--- config.mk ---
export PLATFORM = sky130hd
export DESIGN_NAME = decoder
export DESIGN_NICKNAME = d
export VERILOG_FILES = /design/src/rtl/decoder_pkg.sv /design/src/rtl/decoder_alu_op_decode.sv /design/src/rtl/decoder.sv
export SDC_FILE = /design/constraint.sdc
export NUM_CORES = 1
export LEC_CHECK = 0
export BUFFER_PORTS_ARGS = -buffer_cell sky130_fd_sc_hd__buf_4
export CORE_ASPECT_RATIO = 0.8
export CORE_MARGIN = 10
export CORE_UTILIZATION = 43
export CTS_BUF_LIST = sky130_fd_sc_hd__clkbuf_4 sky130_fd_sc_hd__clkbuf_8 sky130_fd_sc_hd__clkbuf_16
export CTS_CLUSTER_DIAMETER = 40
export DETAILED_ROUTE_END_ITERATION = 10
export PLACE_DENSITY = 0.78
export SKIP_LAST_GASP = 1
export SLEW_MARGIN = 5
export SYNTH_ARGS = -nofsm -noshare
export SYNTH_HDL_FRONTEND = slang
export SYNTH_SLANG_ARGS = --single-unit
--- constraint.sdc ---
create_clock -name clk -period 0.8 [get_ports clk]
set_input_delay 0.08 -clock clk [delete_from_list [all_inputs] [get_ports clk]]
set_output_delay 0.08 -clock clk [all_outputs]
set_load 0.01 [all_outputs]
--- src/rtl/decoder_pkg.sv ---
// decoder_pkg
// Shared definitions for the RV32I instruction decoder: the major opcodes,
// the ALU operation and immediate format encodings seen on the decoder
// outputs, and a helper that maps funct3 onto the base ALU operation shared
// by the OP and OP-IMM groups.
package decoder_pkg;

    localparam logic [6:0] OPC_LOAD   = 7'b0000011;
    localparam logic [6:0] OPC_STORE  = 7'b0100011;
    localparam logic [6:0] OPC_OP     = 7'b0110011;
    localparam logic [6:0] OPC_OP_IMM = 7'b0010011;
    localparam logic [6:0] OPC_BRANCH = 7'b1100011;
    localparam logic [6:0] OPC_JAL    = 7'b1101111;
    localparam logic [6:0] OPC_JALR   = 7'b1100111;
    localparam logic [6:0] OPC_LUI    = 7'b0110111;
    localparam logic [6:0] OPC_AUIPC  = 7'b0010111;

    localparam logic [6:0] F7_BASE = 7'b0000000;
    localparam logic [6:0] F7_ALT  = 7'b0100000;

    typedef enum logic [3:0] {
        ALU_ADD   = 4'd0,
        ALU_SUB   = 4'd1,
        ALU_SLL   = 4'd2,
        ALU_SLT   = 4'd3,
        ALU_SLTU  = 4'd4,
        ALU_XOR   = 4'd5,
        ALU_SRL   = 4'd6,
        ALU_SRA   = 4'd7,
        ALU_OR    = 4'd8,
        ALU_AND   = 4'd9,
        ALU_PASSB = 4'd10
    } alu_op_e;

    typedef enum logic [2:0] {
        IMM_I = 3'd0,
        IMM_S = 3'd1,
        IMM_B = 3'd2,
        IMM_U = 3'd3,
        IMM_J = 3'd4
    } imm_type_e;

    // The register and immediate arithmetic groups share one funct3 layout;
    // the funct7 alternate (SUB/SRA) is layered on top by the caller.
    function automatic alu_op_e baseAluOp(input logic [2:0] funct3);
        case (funct3)
            3'd0:    baseAluOp = ALU_ADD;
            3'd1:    baseAluOp = ALU_SLL;
            3'd2:    baseAluOp = ALU_SLT;
            3'd3:    baseAluOp = ALU_SLTU;
            3'd4:    baseAluOp = ALU_XOR;
            3'd5:    baseAluOp = ALU_SRL;
            3'd6:    baseAluOp = ALU_OR;
            default: baseAluOp = ALU_AND;
        endcase
    endfunction

endpackage

--- src/rtl/decoder_alu_op_decode.sv ---
// alu_op_decode
// Combinational map from opcode/funct3/funct7 to the ALU operation, plus a
// flag saying the funct fields (and the opcode itself) form a supported
// encoding. An unknown opcode reports functOk_o = 0.
// Ports:
//   opcode_i   instr[6:0]
//   funct3_i   instr[14:12]
//   funct7_i   instr[31:25]
//   aluOp_o    ALU operation
//   functOk_o  1 when the encoding is supported
module alu_op_decode
    import decoder_pkg::*;
(
    input  logic [6:0] opcode_i,
    input  logic [2:0] funct3_i,
    input  logic [6:0] funct7_i,
    output alu_op_e    aluOp_o,
    output logic       functOk_o
);

    // Select the ALU operation and judge funct-field legality per opcode.
    // Defaults make every unlisted opcode illegal with a harmless ADD.
    always_comb begin
        aluOp_o   = ALU_ADD;
        functOk_o = 1'b0;
        case (opcode_i)
            OPC_LOAD: begin
                aluOp_o   = ALU_ADD;
                functOk_o = !((funct3_i == 3'd3) || (funct3_i[2:1] == 2'b11));
            end
            OPC_STORE: begin
                aluOp_o   = ALU_ADD;
                functOk_o = (funct3_i < 3'd3);
            end
            OPC_OP: begin
                aluOp_o = baseAluOp(funct3_i);
                if (funct7_i == F7_BASE) begin
                    functOk_o = 1'b1;
                end else if ((funct7_i == F7_ALT) && (funct3_i == 3'd0)) begin
                    aluOp_o   = ALU_SUB;
                    functOk_o = 1'b1;
                end else if ((funct7_i == F7_ALT) && (funct3_i == 3'd5)) begin
                    aluOp_o   = ALU_SRA;
                    functOk_o = 1'b1;
                end
            end
            OPC_OP_IMM: begin
                aluOp_o = baseAluOp(funct3_i);
                if (funct3_i == 3'd1) begin
                    functOk_o = (funct7_i == F7_BASE);
                end else if (funct3_i == 3'd5) begin
                    functOk_o = (funct7_i == F7_BASE) || (funct7_i == F7_ALT);
                    if (funct7_i == F7_ALT) begin
                        aluOp_o = ALU_SRA;
                    end
                end else begin
                    functOk_o = 1'b1;
                end
            end
            OPC_BRANCH: begin
                // Pairs of funct3 codes share a comparison: EQ/NE, LT/GE, LTU/GEU.
                case (funct3_i[2:1])
                    2'b00:   begin aluOp_o = ALU_SUB;  functOk_o = 1'b1; end
                    2'b10:   begin aluOp_o = ALU_SLT;  functOk_o = 1'b1; end
                    2'b11:   begin aluOp_o = ALU_SLTU; functOk_o = 1'b1; end
                    default: begin aluOp_o = ALU_ADD;  functOk_o = 1'b0; end
                endcase
            end
            OPC_JAL: begin
                aluOp_o   = ALU_ADD;
                functOk_o = 1'b1;
            end
            OPC_JALR: begin
                aluOp_o   = ALU_ADD;
                functOk_o = (funct3_i == 3'd0);
            end
            OPC_LUI: begin
                aluOp_o   = ALU_PASSB;
                functOk_o = 1'b1;
            end
            OPC_AUIPC: begin
                aluOp_o   = ALU_ADD;
                functOk_o = 1'b1;
            end
            default: begin
                aluOp_o   = ALU_ADD;
                functOk_o = 1'b0;
            end
        endcase
    end

endmodule

--- src/rtl/decoder.sv ---
// decoder
// RV32I instruction decoder with registered outputs (one clock of latency).
// Ports:
//   clk       system clock, rising edge
//   reset     asynchronous active-high reset, clears all outputs
//   instr     32-bit instruction word
//   memWrite  store to data memory
//   regWrite  write rd
//   aluSrc    ALU operand B: 1 = rs2, 0 = immediate
//   memToReg  writeback: 1 = load data, 0 = ALU result
//   aluOp     ALU operation (alu_op_e)
//   immType   immediate format (imm_type_e)
//   branch    conditional branch
//   jump      JAL/JALR
//   illegal   unsupported or malformed encoding
module decoder
    import decoder_pkg::*;
(
    input  logic        clk,
    input  logic        reset,
    input  logic [31:0] instr,
    output logic        memWrite,
    output logic        regWrite,
    output logic        aluSrc,
    output logic        memToReg,
    output logic [3:0]  aluOp,
    output logic [2:0]  immType,
    output logic        branch,
    output logic        jump,
    output logic        illegal
);

    logic [6:0] opcode;
    logic [2:0] funct3;
    logic [6:0] funct7;
    alu_op_e    decAluOp;
    logic       functOk;
    logic       unusedFields;

    assign opcode = instr[6:0];
    assign funct3 = instr[14:12];
    assign funct7 = instr[31:25];

    // Register and immediate fields are consumed elsewhere in the core.
    assign unusedFields = ^{instr[24:15], instr[11:7]};

    logic      memWrite_d, regWrite_d, aluSrc_d, memToReg_d;
    logic      branch_d, jump_d, illegal_d;
    alu_op_e   aluOp_d;
    imm_type_e immType_d;

    logic      memWrite_q, regWrite_q, aluSrc_q, memToReg_q;
    logic      branch_q, jump_q, illegal_q;
    alu_op_e   aluOp_q;
    imm_type_e immType_q;

    alu_op_decode uAluOpDecode (
        .opcode_i  (opcode),
        .funct3_i  (funct3),
        .funct7_i  (funct7),
        .aluOp_o   (decAluOp),
        .functOk_o (functOk)
    );

    // Per-opcode control fields. Any illegal encoding (bad opcode, bad
    // funct fields, or low bits not 11, which no listed opcode matches)
    // collapses every control output to 0 and raises only illegal.
    always_comb begin
        memWrite_d = 1'b0;
        regWrite_d = 1'b0;
        aluSrc_d   = 1'b0;
        memToReg_d = 1'b0;
        branch_d   = 1'b0;
        jump_d     = 1'b0;
        illegal_d  = 1'b0;
        aluOp_d    = decAluOp;
        immType_d  = IMM_I;
        case (opcode)
            OPC_LOAD: begin
                regWrite_d = 1'b1;
                memToReg_d = 1'b1;
            end
            OPC_STORE: begin
                memWrite_d = 1'b1;
                immType_d  = IMM_S;
            end
            OPC_OP: begin
                regWrite_d = 1'b1;
                aluSrc_d   = 1'b1;
            end
            OPC_OP_IMM: begin
                regWrite_d = 1'b1;
            end
            OPC_BRANCH: begin
                branch_d  = 1'b1;
                aluSrc_d  = 1'b1;
                immType_d = IMM_B;
            end
            OPC_JAL: begin
                jump_d     = 1'b1;
                regWrite_d = 1'b1;
                immType_d  = IMM_J;
            end
            OPC_JALR: begin
                jump_d     = 1'b1;
                regWrite_d = 1'b1;
            end
            OPC_LUI, OPC_AUIPC: begin
                regWrite_d = 1'b1;
                immType_d  = IMM_U;
            end
            default: begin
                regWrite_d = 1'b0;
            end
        endcase
        if (!functOk) begin
            memWrite_d = 1'b0;
            regWrite_d = 1'b0;
            aluSrc_d   = 1'b0;
            memToReg_d = 1'b0;
            branch_d   = 1'b0;
            jump_d     = 1'b0;
            aluOp_d    = ALU_ADD;
            immType_d  = IMM_I;
            illegal_d  = 1'b1;
        end
    end

    // Output register; reset clears everything without waiting for a clock.
    always_ff @(posedge clk or posedge reset) begin
        if (reset) begin
            memWrite_q <= 1'b0;
            regWrite_q <= 1'b0;
            aluSrc_q   <= 1'b0;
            memToReg_q <= 1'b0;
            branch_q   <= 1'b0;
            jump_q     <= 1'b0;
            illegal_q  <= 1'b0;
            aluOp_q    <= ALU_ADD;
            immType_q  <= IMM_I;
        end else begin
            memWrite_q <= memWrite_d;
            regWrite_q <= regWrite_d;
            aluSrc_q   <= aluSrc_d;
            memToReg_q <= memToReg_d;
            branch_q   <= branch_d;
            jump_q     <= jump_d;
            illegal_q  <= illegal_d;
            aluOp_q    <= aluOp_d;
            immType_q  <= immType_d;
        end
    end

    assign memWrite = memWrite_q;
    assign regWrite = regWrite_q;
    assign aluSrc   = aluSrc_q;
    assign memToReg = memToReg_q;
    assign branch   = branch_q;
    assign jump     = jump_q;
    assign illegal  = illegal_q;
    assign aluOp    = aluOp_q;
    assign immType  = immType_q;

endmodule

======== After elaboration in Yosys (flattened, before gate mapping) ========
Cells that the tools add are included.
operators by class
  order comparisons ....................... 1
  eq/ne operators ......................... 18
  multiplexer cells ....................... 32
  reduce and logical (&&, ||, !) cells .... 14
operators by type and width
  operator                                              count
  equality test 7 x 6 -> 1 bit (second input constant)  4
  two-way mux 4 bit                                     7
  case mux 4 bit (7 select lines)                       1
  equality test 7 bit (second input constant)           3
  two-way mux 1 bit                                     19
  case mux 4 bit (4 select lines)                       1
  equality test 7 x 5 -> 1 bit (second input constant)  2
  case mux 3 bit (4 select lines)                       1
  equality test 3 bit (second input constant)           3
  case mux 3 bit (3 select lines)                       1
  equality test 7 x 2 -> 1 bit (second input constant)  1
  zero test 7 bit                                       1
  case mux 1 bit (7 select lines)                       1
  OR reduction 7 bit                                    1
  equality test 3 x 2 -> 1 bit (second input constant)  2
  OR reduction 2 bit                                    3
  OR reduction 3 bit                                    2
  equality test 2 bit (second input constant)           2
  equality test 3 x 1 -> 1 bit (second input constant)  1
  zero test 3 bit                                       1
  < comparator 3 x 2 -> 1 bit (second input constant)   1
  two-way mux 3 bit                                     1
  logical AND 1 bit                                     2
  zero test 2 bit                                       1
  other kinds (2)                                       3
storage, ports and cells
  flip-flop bits (word level) ............. 14
  bits of input ports ..................... 34
  word-level logic and storage cells ...... 74

======== Logic depth before layout (Yosys ltp) ========
  depth after elaboration ................. 7
  gate-level depth with buffers ........... 8

======== Modules after synthesis ========
A second synthesis with hierarchy kept.
unflattened totals
  cell total of the unflattened synthesis .. 94
  area, all modules ....................... 899.6 sq um
by module, submodules not included
  module         instances  cells an instance  area an instance (sq um)  seq. area each (sq um)
  decoder        1          45                 558.0                     350.3
  alu_op_decode  1          49                 341.6                     0.0

======== Worst setup path before layout ========
OpenSTA, ideal clock, no wires.
  kind .................................... input to register
  start ................................... input instr[26]
  end ..................................... register aluOp_q[2] (netlist: aluOp[2])
  library setup time ...................... 87 ps
  data arrival time ....................... 1374 ps
  data required time ...................... 713 ps
  setup slack ............................. -661 ps
  stages .................................. 6
  path buffers ............................ 1
  cells stage by stage .................... or4_4 a311oi_2 o21ai_1 and4b_1 buf_6 a211oi_2
between the ends
  word-level cells in the longest chain between the ends .. 7
RTL lines
  item                                                                                RTL line                     source
  start, declared                                                                     decoder.sv:21                input logic [31:0] instr,
  equality test 7 x 6 -> 1 bit                                                        --
  logical AND 1 bit                                                                   decoder_alu_op_decode.sv:42  end else if ((funct7_i == F7_ALT) && (funct3_i == 3'd5)) begin
  two-way mux 1 bit or two-way mux 4 bit (tied branches)                              decoder_alu_op_decode.sv:42
  two-way mux 1 bit or two-way mux 4 bit (tied branches)                              decoder_alu_op_decode.sv:39  end else if ((funct7_i == F7_ALT) && (funct3_i == 3'd0)) begin
  two-way mux 1 bit or two-way mux 4 bit (tied branches)                              decoder_alu_op_decode.sv:37  if (funct7_i == F7_BASE) begin
  case mux 1 bit (7 select lines) or case mux 4 bit (4 select lines) (tied branches)  decoder_alu_op_decode.sv:26  case (opcode_i)
  two-way mux 4 bit *                                                                 decoder.sv:116               if (!functOk) begin
  named net aluOp_d[2]                                                                decoder.sv:49                alu_op_e aluOp_d;
  end signal, assigned                                                                decoder.sv:149               aluOp_q <= aluOp_d;
  end, declared                                                                       decoder.sv:54                alu_op_e aluOp_q;
Mark *: on every way through the listed nets, which the timed path passes. The rest lies on a longest branch.

======== Final worst setup path ========
  start ................................... input instr[26]
  end ..................................... register aluOp_q[0] (netlist: aluOp[0])
The elaborated chain is that of the path after synthesis.

==> metrics.txt <==
status=finished, violations left; failing checks=negative setup slack; initial core utilization=45.39%; clock root cell=clkbuf_4; vias in the first global route=1042; DR DRC count=0; kind of critical path=input pin to flip-flop; post-synth top area share=41.18%; Crit Path Max Fanout=3; syn nets=125; Critical-path top delay cell=or4_4; drt wl/cell=15.69 um; EDFF count, synth=0; diode count=0; PortBufs=32; Mapped Area=850.8 um2; vias per cell=5.567; CTS Buffer Depth=2; Chip Width=69.73 um; non-filler cells in the finished layout=180; Max transition margin=76.02%; Fin. Hold Viols=0; IO Pins=48; Core Area=1874 um2; predominant post-synthesis flop cell=dfrtp_1; Die Y-Extent=59.79 um; ranking of synthesized cells by area=dfrtp_1 (41%), a31oi_2 (4.4%), a21oi_1 (3.5%); fin crit period=1320 ps; Die Area=4169 um2; Final ANT Viol Nets=0; cell count after synthesis=91; Max-Cap Viols=0; slowest stage delay, CP=550 ps; Hold Path Depth=3; synth unique cells=38; routability cong.=0.8425; GR Overflow Total=0; cell chain of the critical path=buf_6, or4_4, nor3_4, buf_4, o31ai_2, a211o_1, a31oi_2; drt first pass iters=4; Seq cells post-synth=14; first-pass GRT wire length=4671 um; Pwr Total=1.583 mW; Hold Crit Class=input pin to flip-flop; post-synth top area cell=dfrtp_1; layout cells sized above 1=57.69%; cts bufs inserted=3; RSZ-0062 raised after global routing=true; htree depth=1; NumNets Final=191; placed insts=170; Slew @ Worst Pin=356.7 ps; largest net degree at the start of global routing=15; most frequent cells in the layout=buf_4 (47), buf_6 (18), dfrtp_1 (14); Hold WS=125.6 ps; highest clock rate=757.5 MHz; dpl ws=-884.1 ps; initial antenna violation count=0; fin crit share=165.0%; Total Neg Setup Slack=-5561 ps; PnR worst setup slack=-520.2 ps; Rows=14; Worst-path clk slew=80 ps; CP required=1020 ps; count of pins over their slew limit=0; CP endpoint kind=flip-flop; Worst Path Arrival=1540 ps; syn avg cell area=9.350 um2; 1st-iter DRT viols=72; power density over the cells=1037 nW/um2; clock tree from TritonCTS=built; sequential area share after synthesis=41.18%; asr flop ratio synth=100.0%; final setup violation count=24; total number of vias=1002; LEAKAGE=0.7053 nW; Startpoint Class=input pin; CTS Sinks=14; Total GRT Usage=13.57%; Fill cells=108; yosys warns=0; drt total wl=2824 um; Max VDD drop=0.8007 mV; synth-to-layout area growth=79.41%; commonest non-fill, non-tap cell in the layout=buf_4; hpwl dp=2150 um
cells by family (layout without fill, tap and decap cells):
kind of cell | Yosys count | after routing | share of synthesized area (%)
flops | 14 | 14 | 41.18
simple gates | 39 | 40 | 28.38
compound gates | 25 | 25 | 23.38
buf+inv | 13 | 77 | 7.059
cells in the mapped netlist (2+ instances only):
library cell and count:
clkbuf_1 2, nand3_1 4, dfrtp_1 14, o21ai_0 2, nor2b_1 4, buf_2 3
inv_1 7, nand4_1 3, and3_1 2, nor2_1 8, o31ai_1 2, a21oi_1 6
and2_1 3, a31oi_2 3, nand2_1 5
through the flow:
| step | utilization [%] | cell area (um2) |
|---|---|---|
| global placement | 69.69 | 1306 |
| CTS | 77.84 | 1459 |
| finish | 81.44 | 1526 |
| floorplan | - | 852.1 |
| detailed placement | 69.69 | 1306 |
| global route | 81.44 | 1526 |
layout make-up:
type / count / area, um2 / area share [%]
inverters: 7 / 26.28 / 1.721
repair buffers: 66 / 565.5 / 37.05
multi-input cells: 65 / 518.0 / 33.93
clock buffers: 4 / 36.28 / 2.377
flip-flops and latches: 14 / 350.3 / 22.95
well taps: 24 / 30.03 / 1.967
path summary, 6_finish.rpt:
| check | start | endpoint | slack (ps) |
|---|---|---|---|
| max | instr[26] | aluOp[0] | -520 |
| min | instr[12] | memWrite | 130 |
| max in group asynchronous | reset | immType[2] | 280 |
| min in group asynchronous | reset | aluOp[2] | 350 |
timing repair:
action	in CTS	in global routing
pin swaps	2	2
resized for setup	23	9
setup buffers	1	3
cloned	1	0
endpoints found under the setup margin	25	26
hold endpoints to repair	14	0
hold buffers	1	0
where the power goes:
part | total (mW) | switching (mW) | internal, mW
registers | 0.712 | 0.00145 | 0.710
clock network | 0.516 | 0.238 | 0.278
logic | 0.355 | 0.165 | 0.190
state kept, by name, indices dropped and copies added (netlist names):
register,cells
aluOp,4
immType,3
aluSrc,1
branch,1
illegal,1
jump,1
memToReg,1
memWrite,1
regWrite,1
worst max-delay path: cells and delay by family:
family | cells | cell delay, ps
AO/OA/AOI/OAI | 3 | 490
buffers and inverters | 2 | 250
AND/OR/NAND/NOR | 2 | 730
routing by layer:
metal	global-route usage, %	vias up	share of wire [%]
met5	0	-	0
met4	7.022	0	1.5
met3	2.318	5	6.4
met2	23.70	54	49
met1	15.90	481	44
li1	-	462	-
(Power assumes the default switching activity.)
